===== config.mk =====
export PLATFORM = sky130hd
export DESIGN_NAME = fifo_arb_ctrl_flat
export DESIGN_NICKNAME = d
export VERILOG_FILES = /design/src/rtl/fifo_arb_ctrl_if.sv /design/src/rtl/fifo_arb_ctrl.sv /design/src/flat_wrapper.sv
export SDC_FILE = /design/constraint.sdc
export NUM_CORES = 1
export LEC_CHECK = 0
export ABC_AREA = 1
export BUFFER_PORTS_ARGS = -buffer_cell sky130_fd_sc_hd__buf_2
export CAP_MARGIN = 40
export CORE_ASPECT_RATIO = 0.8
export CORE_UTILIZATION = 33
export DETAILED_ROUTE_END_ITERATION = 10
export MAX_ROUTING_LAYER = met4
export PLACE_DENSITY = 0.8
export SLEW_MARGIN = 25
export SYNTH_ARGS = -nofsm -noshare
export SYNTH_HDL_FRONTEND = slang
export SYNTH_SLANG_ARGS = --single-unit

===== constraint.sdc =====
create_clock -name clk -period 3 [get_ports clk]
set_clock_uncertainty 0.05 [all_clocks]
set_input_delay 0.3 -clock clk [delete_from_list [all_inputs] [get_ports clk]]
set_output_delay 0.3 -clock clk [all_outputs]
set_load 0.05 [all_outputs]

===== src/rtl/fifo_arb_ctrl_if.sv =====
// Requester, consumer and memory-port bundle for fifo_arb_ctrl.
// slave is the controller's side; master is the requesters/consumer/memory side.
interface fifo_arb_ctrl_if #(
    parameter int WIDTH    = 32,
    parameter int ADDRBITS = 4
);
    logic                req0_valid;
    logic [WIDTH-1:0]    req0_data;
    logic                req0_ready;
    logic                req1_valid;
    logic [WIDTH-1:0]    req1_data;
    logic                req1_ready;
    logic                pop;
    logic                rd_valid;
    logic                underflow;
    logic                mem_writeenable;
    logic [WIDTH-1:0]    mem_writedata;
    logic [ADDRBITS:0]   mem_writeaddr;
    logic [ADDRBITS:0]   mem_readaddr;
    logic                mem_readenable;
    logic                full;
    logic                empty;
    logic [ADDRBITS:0]   count;

    modport slave (
        input  req0_valid, req0_data, req1_valid, req1_data, pop,
        output req0_ready, req1_ready, rd_valid, underflow,
               mem_writeenable, mem_writedata, mem_writeaddr, mem_readaddr,
               mem_readenable, full, empty, count
    );

    modport master (
        output req0_valid, req0_data, req1_valid, req1_data, pop,
        input  req0_ready, req1_ready, rd_valid, underflow,
               mem_writeenable, mem_writedata, mem_writeaddr, mem_readaddr,
               mem_readenable, full, empty, count
    );
endinterface


===== src/rtl/fifo_arb_ctrl.sv =====
// Two-requester round-robin FIFO controller driving an external 1-cycle-latency memory.
// Pointers carry an extra wrap bit so full and empty are told apart without a counter.
module fifo_arb_ctrl #(
    parameter int WIDTH    = 32,
    parameter int ADDRBITS = 4
) (
    input  logic            clk,
    input  logic            reset,
    fifo_arb_ctrl_if.slave  bus
);
    localparam int PW = ADDRBITS + 1;

    logic [PW-1:0]    wptr, rptr;
    logic             last_grant;
    logic             rd_valid_q, underflow_q;
    logic             full, empty;
    logic             grant0, grant1, push, pop_ok;
    logic [WIDTH-1:0] wdata;

    assign empty = (wptr == rptr);
    assign full  = (wptr[ADDRBITS] != rptr[ADDRBITS]) &&
                   (wptr[ADDRBITS-1:0] == rptr[ADDRBITS-1:0]);

    // Contention goes to whoever did not win last; last_grant=1 out of reset so req0 wins first.
    always_comb begin
        grant0 = 1'b0;
        grant1 = 1'b0;
        if (reset && !full) begin
            grant0 = bus.req0_valid && (!bus.req1_valid || last_grant);
            grant1 = bus.req1_valid && (!bus.req0_valid || !last_grant);
        end
    end

    assign push   = grant0 | grant1;
    assign pop_ok = reset && bus.pop && !empty;
    assign wdata  = grant1 ? bus.req1_data : bus.req0_data;

    always_ff @(posedge clk or negedge reset) begin
        if (!reset) begin
            wptr        <= '0;
            rptr        <= '0;
            last_grant  <= 1'b1;
            rd_valid_q  <= 1'b0;
            underflow_q <= 1'b0;
        end else begin
            if (push) begin
                wptr       <= wptr + 1'b1;
                last_grant <= grant1;
            end
            if (pop_ok)
                rptr <= rptr + 1'b1;
            rd_valid_q  <= pop_ok;
            underflow_q <= bus.pop && empty;
        end
    end

    assign bus.req0_ready      = grant0;
    assign bus.req1_ready      = grant1;
    assign bus.mem_writeenable = push;
    assign bus.mem_writedata   = wdata;
    assign bus.mem_writeaddr   = {1'b0, wptr[ADDRBITS-1:0]};
    assign bus.mem_readaddr    = {1'b0, rptr[ADDRBITS-1:0]};
    assign bus.mem_readenable  = pop_ok;
    assign bus.rd_valid        = rd_valid_q;
    assign bus.underflow       = underflow_q;
    assign bus.full            = full;
    assign bus.empty           = empty;
    assign bus.count           = wptr - rptr;
endmodule


===== src/flat_wrapper.sv =====
// flat-port wrapper written by rule: the top's interface ports become plain ports
module fifo_arb_ctrl_flat 
#(
    parameter int WIDTH    = 32,
    parameter int ADDRBITS = 4
)
  (clk, reset, bus_req0_valid, bus_req0_data, bus_req1_valid, bus_req1_data, bus_pop, bus_req0_ready, bus_req1_ready, bus_rd_valid, bus_underflow, bus_mem_writeenable, bus_mem_writedata, bus_mem_writeaddr, bus_mem_readaddr, bus_mem_readenable, bus_full, bus_empty, bus_count);
  fifo_arb_ctrl_if #(.WIDTH(WIDTH), .ADDRBITS(ADDRBITS)) bus_i ();
  input  logic clk;
  input  logic reset;
  input wire logic [$bits(bus_i.req0_valid)-1:0] bus_req0_valid;
  input wire logic [$bits(bus_i.req0_data)-1:0] bus_req0_data;
  input wire logic [$bits(bus_i.req1_valid)-1:0] bus_req1_valid;
  input wire logic [$bits(bus_i.req1_data)-1:0] bus_req1_data;
  input wire logic [$bits(bus_i.pop)-1:0] bus_pop;
  output wire logic [$bits(bus_i.req0_ready)-1:0] bus_req0_ready;
  output wire logic [$bits(bus_i.req1_ready)-1:0] bus_req1_ready;
  output wire logic [$bits(bus_i.rd_valid)-1:0] bus_rd_valid;
  output wire logic [$bits(bus_i.underflow)-1:0] bus_underflow;
  output wire logic [$bits(bus_i.mem_writeenable)-1:0] bus_mem_writeenable;
  output wire logic [$bits(bus_i.mem_writedata)-1:0] bus_mem_writedata;
  output wire logic [$bits(bus_i.mem_writeaddr)-1:0] bus_mem_writeaddr;
  output wire logic [$bits(bus_i.mem_readaddr)-1:0] bus_mem_readaddr;
  output wire logic [$bits(bus_i.mem_readenable)-1:0] bus_mem_readenable;
  output wire logic [$bits(bus_i.full)-1:0] bus_full;
  output wire logic [$bits(bus_i.empty)-1:0] bus_empty;
  output wire logic [$bits(bus_i.count)-1:0] bus_count;
  assign bus_i.req0_valid = bus_req0_valid;
  assign bus_i.req0_data = bus_req0_data;
  assign bus_i.req1_valid = bus_req1_valid;
  assign bus_i.req1_data = bus_req1_data;
  assign bus_i.pop = bus_pop;
  assign bus_req0_ready = bus_i.req0_ready;
  assign bus_req1_ready = bus_i.req1_ready;
  assign bus_rd_valid = bus_i.rd_valid;
  assign bus_underflow = bus_i.underflow;
  assign bus_mem_writeenable = bus_i.mem_writeenable;
  assign bus_mem_writedata = bus_i.mem_writedata;
  assign bus_mem_writeaddr = bus_i.mem_writeaddr;
  assign bus_mem_readaddr = bus_i.mem_readaddr;
  assign bus_mem_readenable = bus_i.mem_readenable;
  assign bus_full = bus_i.full;
  assign bus_empty = bus_i.empty;
  assign bus_count = bus_i.count;
  fifo_arb_ctrl #(.WIDTH(WIDTH), .ADDRBITS(ADDRBITS)) u_core (.clk(clk), .reset(reset), .bus(bus_i));
endmodule

==> summary.md, run 1 <==
| Metric | Value |
|---|---|
| Outcome | complete, no violations |
| Maximum clock path buffer count | 2 |
| Fmax | 376 MHz |
| Setup TNS Final | 0 ns |
| Power per Cell Area | 1050 nW/um^2 |
| Total GRT Usage | 17.6% |
| CTS root buffer | clkbuf_8 |
| WP data required | 2.65 ns |
| Crit share post-route | 88.6% |
| Final setup violation count | 0 |
| Number of global-route vias before repair | 1284 |
| Antenna Nets Post-Route | 0 |
| Final Critical Period | 2.66 ns |
| Vias per cell | 4.43 |
| Critical path class | reg -> out |
| N_diodes | 0 |
| # hold bufs at CTS | 0 |
| Drt drc | 0 |
| Final-report max-slew violation count | 0 |
| Hold slack | 0.0195 ns |
| Die Wd | 73.0 um |
| Max incr delay on CP | 0.43 ns |
| Final worst slack | 0.341 ns |
| First-pass GRT wire length | 5.66 mm |
| Critical path startpoint category | flip-flop |
| Largest net degree at the start of global routing | 40 |
| Slew at the pin with the worst max-slew slack | 0.502 ns |
| Post-DP HPWL | 2.97 mm |
| Post-DP Area | 1890 um^2 |
| CTS tree | built |
| HP Class | in -> async |
| Most frequent cells in the layout | nand2_1 (123), buf_2 (121), inv_1 (16), dfrtp_1 (12), nand3_1 (11) |
| Initial antenna violation count | 0 |
| Total clock sinks | 13 |
| Post-route cell area | 1940 um^2 |
| CP Capture Type | output pin |
| Worst path cell trace | inv_1, ha_1, nand2_1, nor2_2, nand2_2, nand3_4, buf_4, nand2_1, nand2_1, buf_2 |
| Netlist Area Pre-Place | 1330 um^2 |
| CTS clk-pin slew, worst paths | 0.06 ns |
| Clock Latency Late Sink | 0.25 ns |
| Die H | 58.8 um |
| Crit Path Max Fanout | 39 |
| CP arrival | 2.31 ns |
| Cell family with most CP delay | buffers and inverters |
| Slowest stage cell, crit path | dfrtp_1 |
| Initial DRC count | 82 |
| H-Tree Depth | 1 |
| Post-Synthesis Cells | 216 |
| Fraction of layout cells with a size suffix above 1 | 40.8% |
| Lkg Pwr | 1.28 nW |
| CP dominant cell by count | nand2_1 |
| Flop and latch count out of synthesis | 13 |
| Post-CTS setup buffer count | 0 |
| DR pass1 iterations | 4 |
| YS warnings | 0 |
| Number of max-cap violations | 0 |
| Die area | 4300 um^2 |
| CORE AREA | 3830 um^2 |
| Pre-CTS setup slack | 0.626 ns |
| Final GP Congestion | 0.827 |
| Commonest non-fill, non-tap cell in the layout | nand2_1 |
| Num ports | 124 |
| Unrepaired setup endpoints after global routing | false |
| Core Rows | 20 |
| PortBufs | 121 |
| Synth unique cells | 26 |
| Syn avg cell area | 6.17 um^2 |
| TritonCTS Buffers | 3 |
| Worst vdd ir | 0.768 mV |
| Fin nets | 403 |
| Worst Path Buf+Inv | 3 |
| WL/cell | 9.93 um |
| Slew margin rel. | 66.5% |
| Via count | 1688 |
| Drt total wl | 3.78 mm |
| Starting Density | 34.8% |
| Register area share after synthesis | 24.5% |
| Synthesis-to-finish area growth | 45.5% |
| Post-CTS sizing | 0 |
| Total gr overflow | 0 |
| Final hold vios | 0 |
[cells in the mapped netlist, drive strengths merged]
library cell	n	area share [%]
nand2	125	36
buf	18	9.9
inv	17	4.8
nand3	13	6.2
dfrtp	12	23
xor2	8	5.3
ha	6	5.6
nand4	5	2.3
a21boi	2	1.1
a21oi	2	0.75
nor2	2	0.75
o21ai	2	0.75
conb	1	0.28
dfstp	1	2.0
fa	1	1.5
xnor2	1	0.66
[sequential cells by signal, summed over array words and instances (netlist names)]
signal	cells
u_core.last_grant	1
u_core.wptr	5
u_core.bus.rd_valid	1
u_core.bus.underflow	1
u_core.rptr	5
[final cells by class]
class | count | area, um^2
Clock buffer | 4 | 45.0
Fill cell | 375 | 1890
Inverter | 17 | 63.8
Multi-Input combinational cell | 169 | 815
Sequential cell | 13 | 327
Tap cell | 55 | 68.8
Timing Repair Buffer | 123 | 621
[per-stage QoR]
stage | power (mW) | util (%) | std cells
2_1_floorplan | 1.63 | - | 217
3_3_place_gp | 1.87 | 49.5 | 377
3_5_place_dp | 1.88 | 49.5 | 377
4_1_cts | 2.05 | 50.7 | 381
5_1_grt | 2.17 | 50.7 | 381
6_report | 2.05 | 50.7 | 381
[final timing paths]
check,cells after the start,slack (ns),from,to
min in group clk,3,0.28,bus_pop,u_core.bus.underflow$_DFF_PN0_
min,2,0.02,reset,u_core.rptr[2]$_DFFE_PN0P_
max in group asynchronous,2,2.62,reset,u_core.last_grant$_DFFE_PN1P_
max,10,0.34,u_core.rptr[2]$_DFFE_PN0P_,bus_mem_writedata[8]
min reg2reg,2,0.44,u_core.last_grant$_DFFE_PN1P_,u_core.last_grant$_DFFE_PN1P_
max reg2reg,10,0.91,u_core.rptr[2]$_DFFE_PN0P_,u_core.wptr[4]$_DFFE_PN0P_
[cells by family (layout without fill, tap and decap cells)]
kind of cell / after synthesis / after routing / share of synthesized area [%]
compound gates: 6 / 6 / 2.63
xor+xnor: 9 / 9 / 5.92
fa+ha+maj: 7 / 7 / 7.14
buf+inv: 35 / 144 / 14.6
flops: 13 / 13 / 24.5
other cells: 1 / 2 / 0.281
simple gates: 145 / 145 / 44.9
[per-layer routing]
metal  vias to the layer above  global-route usage (%)  share of wire, %
li1                        870                       -                 -
met1                       756                    24.9                48
met2                        58                    25.7                46
met3                         4                    3.60               5.2
met4                         0                    4.20              0.85
met5                         -                       -                 0
[power breakdown]
part	internal (mW)	switching [mW]	total [mW]
clock network	0.0940	0.0663	0.160
registers	0.242	0.0824	0.325
logic	0.373	1.19	1.56
[worst reg2reg max path, stage by stage, from the launching register on]
cell	delay (ns)
dfrtp_1	0.43
inv_1	0.07
ha_1	0.35
nand2_1	0.09
nor2_2	0.14
nand2_2	0.11
nand3_4	0.07
buf_4	0.35
nand2_2	0.16
nand2_1	0.10
nand2_1	0.05
Power figures use the tool's default switching activity.
==> run 2: changes to the inputs <==
--- a/config.mk
+++ b/config.mk
@@ -13,2 +13,3 @@
 export DETAILED_ROUTE_END_ITERATION = 10
+export GPL_TIMING_DRIVEN = 0
 export MAX_ROUTING_LAYER = met4
==> constraint.sdc (replaced) <==
create_clock -name clk -period 2.95 [get_ports clk]
set_clock_uncertainty 0.05 [all_clocks]
set_input_delay 0.59 -clock clk [delete_from_list [all_inputs] [get_ports clk]]
set_output_delay 0.59 -clock clk [all_outputs]
set_load 0.05 [all_outputs]
==> run 2 against run 1 <==
- register-to-register slack better by 0.23 ns
- flip-flop and latch count unchanged
- count of clock-buffer cells in the layout unchanged
- routed wire length rose by 2.4%
- utilization is 4.2 points higher
- die area unchanged
- sequential share of layout area is 1.2 points lower
- total power grew 5.4%
- largest cell class unchanged
==> summary.md, run 2 (same netlist as run 1, synthesis figures left out) <==
| Metric | Value |
|---|---|
| Drt drc | 0 (unchanged) |
| Crit Path Max Fanout | 10 (-74%) |
| WP data required | 2.31 ns (-0.34 ns) |
| Fmax | 353 MHz |
| Initial DRC count | 91 (+11%) |
| Antenna Nets Post-Route | 0 (unchanged) |
| Vias per cell | 4.35 (-1.9%) |
| Worst vdd ir | 0.694 mV (-9.6%) |
| Final worst slack | 0.116 ns (-0.225 ns) |
| Synthesis-to-finish area growth | 57.7% |
| CORE AREA | 3830 um^2 (unchanged) |
| Total clock sinks | 13 (unchanged) |
| Die area | 4300 um^2 (unchanged) |
| Final setup violation count | 0 (unchanged) |
| Fin nets | 419 (+4.0%) |
| CTS root buffer | clkbuf_8 |
| Number of max-cap violations | 0 (unchanged) |
| R2r startpoint | u_core.rptr[2]$_DFFE_PN0P_ |
| Grt met1 use | 22.5% (-2.4 points) |
| CTS clk-pin slew, worst paths | 0.05 ns (about the same) |
| N_diodes | 0 (unchanged) |
| HP Class | in -> async |
| Outcome | complete, no violations |
| Final hold vios | 0 (unchanged) |
| Internal power | 0.796 mW (+12%) |
| Power per Cell Area | 1030 nW/um^2 (-2.7%) |
| Critical path class | reg -> out |
| Met2 Use GR | 27.4% (+1.7 points) |
| GRT Max-Usage Layer | met2 |
| Starting Density | 34.8% (unchanged) |
| Hold slack | 0.188 ns (+0.169 ns) |
| Initial antenna violation count | 0 (unchanged) |
| Lkg Pwr | 1.37 nW (+6.9%) |
| TritonCTS Buffers | 3 (unchanged) |
| CTS tree | built |
| Net Sw Frac | 63.1% (-2.3 points) |
| Largest net degree at the start of global routing | 15 (-63%) |
| Critical path startpoint category | flip-flop |
| Final GP Congestion | 0.828 (+0.12%) |
| First-pass GRT wire length | 5.63 mm (-0.60%) |
| Drt total wl | 3.87 mm (+2.4%) |
| Die H | 58.8 um (unchanged) |
| Largest regs | u_core.rptr (5), u_core.wptr (5) |
| Flop pwr share | 15.7% (-0.2 points) |
| Met3 Use GR | 3.60% (unchanged) |
| CP Capture Type | output pin |
| Total GRT Usage | 17.5% (-0.13 points) |
| Final-report max-slew violation count | 0 (unchanged) |
| Num ports | 124 (unchanged) |
| Pre-CTS setup slack | 0.295 ns (-0.330 ns) |
| Clock Latency Late Sink | 0.24 ns (about the same) |
| Fraction of layout cells with a size suffix above 1 | 44.2% (+3.4 points) |
| CP arrival | 2.19 ns (-0.12 ns) |
| Most frequent cells in the layout | nand2_1 (123), buf_2 (110), clkbuf_4 (17), inv_1 (16), nand3_1 (11) |
| Clock share of power | 7.2% (-0.6 points) |
| Via count | 1726 (+2.3%) |
| Sw power | 1.36 mW (+1.7%) |
| Worst reg2reg endpoint | u_core.rptr[4]$_DFFE_PN0P_ |
| PortBufs | 121 (unchanged) |
| Layout Utilization | 54.9% (+4.2 points) |
| Commonest non-fill, non-tap cell in the layout | nand2_1 |
| Final Critical Period | 2.83 ns |
| Core Rows | 20 (unchanged) |
| Comb pwr share | 77.2% (+0.9 points) |
| Total gr overflow | 0 (unchanged) |
| Number of global-route vias before repair | 1280 (-0.31%) |
| Design Power | 2.16 mW (+5.4%) |
| DR pass1 iterations | 4 (unchanged) |
| H-Tree Depth | 1 (unchanged) |
| Maximum clock path buffer count | 2 (unchanged) |
| Die Wd | 73.0 um (unchanged) |
| Reg2Reg Setup Slack | 1.14 ns (+0.23 ns) |
| Crit share post-route | 96.1% |
| Post-DP HPWL | 3.18 mm (+6.9%) |
| Unrepaired setup endpoints after global routing | true |
| WL/cell | 9.75 um (-1.8%) |
| R2R cell count | 8 (-2) |
## run 2: layer usage
| layer | vias to the layer above | wire length, um |
|---|---|---|
| met4 | 0 | 55 |
| met3 | 7 | 178 |
| met1 | 764 | 1750 |
| met2 | 57 | 1890 |
| met5 | - | 0 |
| li1 | 898 | - |
## run 2: final cells by class
| type | instances | area (um^2) |
|---|---|---|
| multi-input combinational | 169 | 815 |
| tap | 55 | 68.8 |
| fill | 398 | 1730 |
| buffer | 18 | 131 |
| timing repair buffer | 121 | 648 |
| inverter | 17 | 63.8 |
| sequential | 13 | 329 |
| clock buffer | 4 | 45.0 |
## run 2: how the worst max path moves through the flow
stage                                from                    end  slack, ns  cells after the start
2_1_floorplan  u_core.rptr[2]$_DFFE_PN0P_  bus_mem_writedata[22]       0.34                     10
3_3_place_gp                        reset  bus_mem_writedata[13]       0.30                      8
3_5_place_dp                        reset  bus_mem_writedata[13]       0.30                      8
4_1_cts        u_core.rptr[2]$_DFFE_PN0P_  bus_mem_writedata[13]       0.07                     11
5_1_grt        u_core.rptr[3]$_DFFE_PN0P_  bus_mem_writedata[30]     -0.002                     11
6_report       u_core.wptr[2]$_DFFE_PN0P_  bus_mem_writedata[15]       0.12                      9
## run 2: timing repair
action | 4_1_cts | 5_1_grt
resized for setup | 0 | 19
hold buffers | 0 | 0
endpoints found under the hold margin | 0 | 0
setup buffers | 0 | 0
setup endpoints to repair | 0 | 29
## run 2: per-stage QoR
| stage | instances | setup TNS (ns) | instance area (um^2) |
|---|---|---|---|
| after global routing | 397 | -0.00456 | 2100 |
| final | 397 | 0 | 2100 |
| after CTS | 397 | 0 | 2060 |
| after floorplan | 217 | 0 | 1340 |
| after detailed placement | 393 | 0 | 2010 |
| after global placement | 393 | 0 | 2010 |
## run 2: worst max-delay path: stages, from the launching register on
cell and delay [ns]:
dfrtp_1 0.45, ha_1 0.38, nand2_1 0.10, nor2_2 0.15
nand2_2 0.12, nand3_4 0.10, buf_2 0.23, nand2_1 0.10
nand2_1 0.07, buf_2 0.25
## run 2: power by group through the flow
stage | sequential [mW] | clock, mW | combinational [mW]
global placement | 0.331 | 0 | 1.63
global route | 0.349 | 0.168 | 1.77
finish | 0.337 | 0.155 | 1.66
detailed placement | 0.337 | 0 | 1.65
CTS | 0.334 | 0.163 | 1.66
floorplan | 0.342 | 0 | 1.31
==> run 3: changes to the inputs <==
Clock period 2.95 ns to 3.35 ns, I/O delays scaled along.
==> run 3 against run 2 <==
- register-to-register slack improved by 0.35 ns
- design area down 2.1%
- first-iteration DRC count did not move
- combinational power is 13% lower
- utilization down 1.2 points
- worst hold slack improved by 0.081 ns
- flip-flop and latch count stayed put
- critical path depth rose by 2
==> summary.md, run 3 (same netlist as run 1, synthesis figures left out) <==
| Metric | Value |
|---|---|
| Outcome | complete, no violations |
| Multi-input gate area | 815 um^2 (unchanged) |
| Critical path class | reg -> out |
| Initial antenna violation count | 0 (unchanged) |
| Fraction of layout cells with a size suffix above 1 | 43.6% (-0.58 points) |
| Total GRT Usage | 17.5% (unchanged) |
| Lkg Pwr | 1.36 nW (-0.51%) |
| Core Rows | 20 (unchanged) |
| CP arrival | 2.24 ns (+0.05 ns) |
| Total gr overflow | 0 (unchanged) |
| Post-CTS setup buffer count | 0 (unchanged) |
| Die Wd | 73.0 um (unchanged) |
| Final hold vios | 0 (unchanged) |
| Final Critical Period | 2.96 ns |
| CORE AREA | 3830 um^2 (unchanged) |
| First-pass GRT wire length | 5.63 mm (unchanged) |
| Post-DP HPWL | 3.18 mm (unchanged) |
| Unrepaired setup endpoints after global routing | false |
| DR pass1 iterations | 4 (unchanged) |
| WP data required | 2.63 ns (+0.32 ns) |
| Die area | 4300 um^2 (unchanged) |
| Largest regs | u_core.rptr (5), u_core.wptr (5) |
| Post-CTS sizing | 0 (unchanged) |
| Initial DRC count | 91 (unchanged) |
| CP dominant cell by count | nand2_1 |
| Number of max-cap violations | 0 (unchanged) |
| Fmax | 337 MHz |
| Filler cell count | 403 (+1.3%) |
| Clock Latency Late Sink | 0.24 ns (about the same) |
| R2r startpoint | u_core.rptr[2]$_DFFE_PN0P_ |
| Synthesis-to-finish area growth | 54.3% |
| Max incr delay on CP | 0.44 ns (about the same) |
| Largest net degree at the start of global routing | 15 (unchanged) |
| HP Class | in -> async |
| Antenna Nets Post-Route | 0 (unchanged) |
| N_diodes | 0 (unchanged) |
| CTS clk-pin slew, worst paths | 0.05 ns (about the same) |
| Commonest non-fill, non-tap cell in the layout | buf_2 |
| Crit share post-route | 88.5% |
| Die H | 58.8 um (unchanged) |
| CTS root buffer | clkbuf_8 |
| Final setup violation count | 0 (unchanged) |
| Drt total wl | 3.82 mm (-1.2%) |
| CTS tree | built |
| Hold slack | 0.269 ns (+0.0809 ns) |
| Slowest stage cell, crit path | dfrtp_1 |
| Via count | 1696 (-1.7%) |
| Final-report max-slew violation count | 0 (unchanged) |
| H-Tree Depth | 1 (unchanged) |
| Crit Path Max Fanout | 10 (unchanged) |
| Number of global-route vias before repair | 1280 (unchanged) |
| Cell family with most CP delay | buffers and inverters |
| Maximum clock path buffer count | 2 (unchanged) |
| Fin nets | 419 (unchanged) |
| Vias per cell | 4.27 (-1.7%) |
| Cell count after placement | 393 (unchanged) |
| Layout Utilization | 53.7% (-1.2 points) |
| Drt drc | 0 (unchanged) |
| Worst vdd ir | 0.611 mV (-12%) |
| WL/cell | 9.63 um (-1.2%) |
| PortBufs | 121 (unchanged) |
| Most frequent cells in the layout | buf_2 (127), nand2_1 (123), inv_1 (16), dfrtp_1 (12), nand3_1 (11) |
| Setup crit start | u_core.rptr[2]$_DFFE_PN0P_ |
| Final non-filler cell total | 397 (unchanged) |
| Worst path cell trace | inv_1, ha_1, nand2_1, nor2_2, nand2_2, nand3_4, inv_2, buf_2, nand2_1, nand2_1, buf_2 |
| Worst Path Buf+Inv | 4 (+2) |
| Power per Cell Area | 916 nW/um^2 (-11%) |
| CP Capture Type | output pin |
| Design Power | 1.88 mW (-13%) |
| # hold bufs at CTS | 0 (unchanged) |
| Critical path startpoint category | flip-flop |
| Num ports | 124 (unchanged) |
| Starting Density | 34.8% (unchanged) |
| TritonCTS Buffers | 3 (unchanged) |
| Sequential Area | 327 um^2 (-0.76%) |
| Final GP Congestion | 0.828 (unchanged) |
| Total clock sinks | 13 (unchanged) |
| Setup TNS Final | 0 ns (unchanged) |
## run 3: metrics by stage
stage / cell area (um^2) / setup WS (ns)
after global placement: 2010 / 0.544
after detailed placement: 2010 / 0.535
final: 2060 / 0.386
after CTS: 2060 / 0.388
after floorplan: 1340 / 0.656
after global routing: 2060 / 0.236
## run 3: worst paths after layout
| kind | end | cells past startpoint | slack, ns |
|---|---|---|---|
| min in group clk | u_core.last_grant$_DFFE_PN1P_ | 2 | 0.45 |
| max in group asynchronous | u_core.last_grant$_DFFE_PN1P_ | 1 | 2.69 |
| min reg2reg | u_core.last_grant$_DFFE_PN1P_ | 2 | 0.45 |
| min | u_core.rptr[2]$_DFFE_PN0P_ | 1 | 0.27 |
| max | bus_mem_writedata[13] | 11 | 0.39 |
| max reg2reg | u_core.rptr[4]$_DFFE_PN0P_ | 8 | 1.49 |
## run 3: final cells by class
| cell class | instances | share of cell area, % |
|---|---|---|
| buffer | 18 | 6.39 |
| clock buffer | 4 | 2.19 |
| inverter | 17 | 3.10 |
| multi-input combinational | 169 | 39.6 |
| sequential | 13 | 15.9 |
| tap | 55 | 3.35 |
| timing repair buffer | 121 | 29.5 |
## run 3: routing by layer
layer | vias up | GRT usage, % | share of wire (%)
met4 | 0 | 5.88 | 1.2
li1 | 899 | - | -
met5 | - | - | 0
met3 | 5 | 3.60 | 4.5
met1 | 741 | 22.5 | 46
met2 | 51 | 27.4 | 48
## run 3: report_power, final
group	total, mW	switching [mW]	internal (mW)
clock	0.137	0.0528	0.0838
combinational	1.45	1.06	0.387
sequential	0.295	0.0785	0.217
total	1.88	1.20	0.688
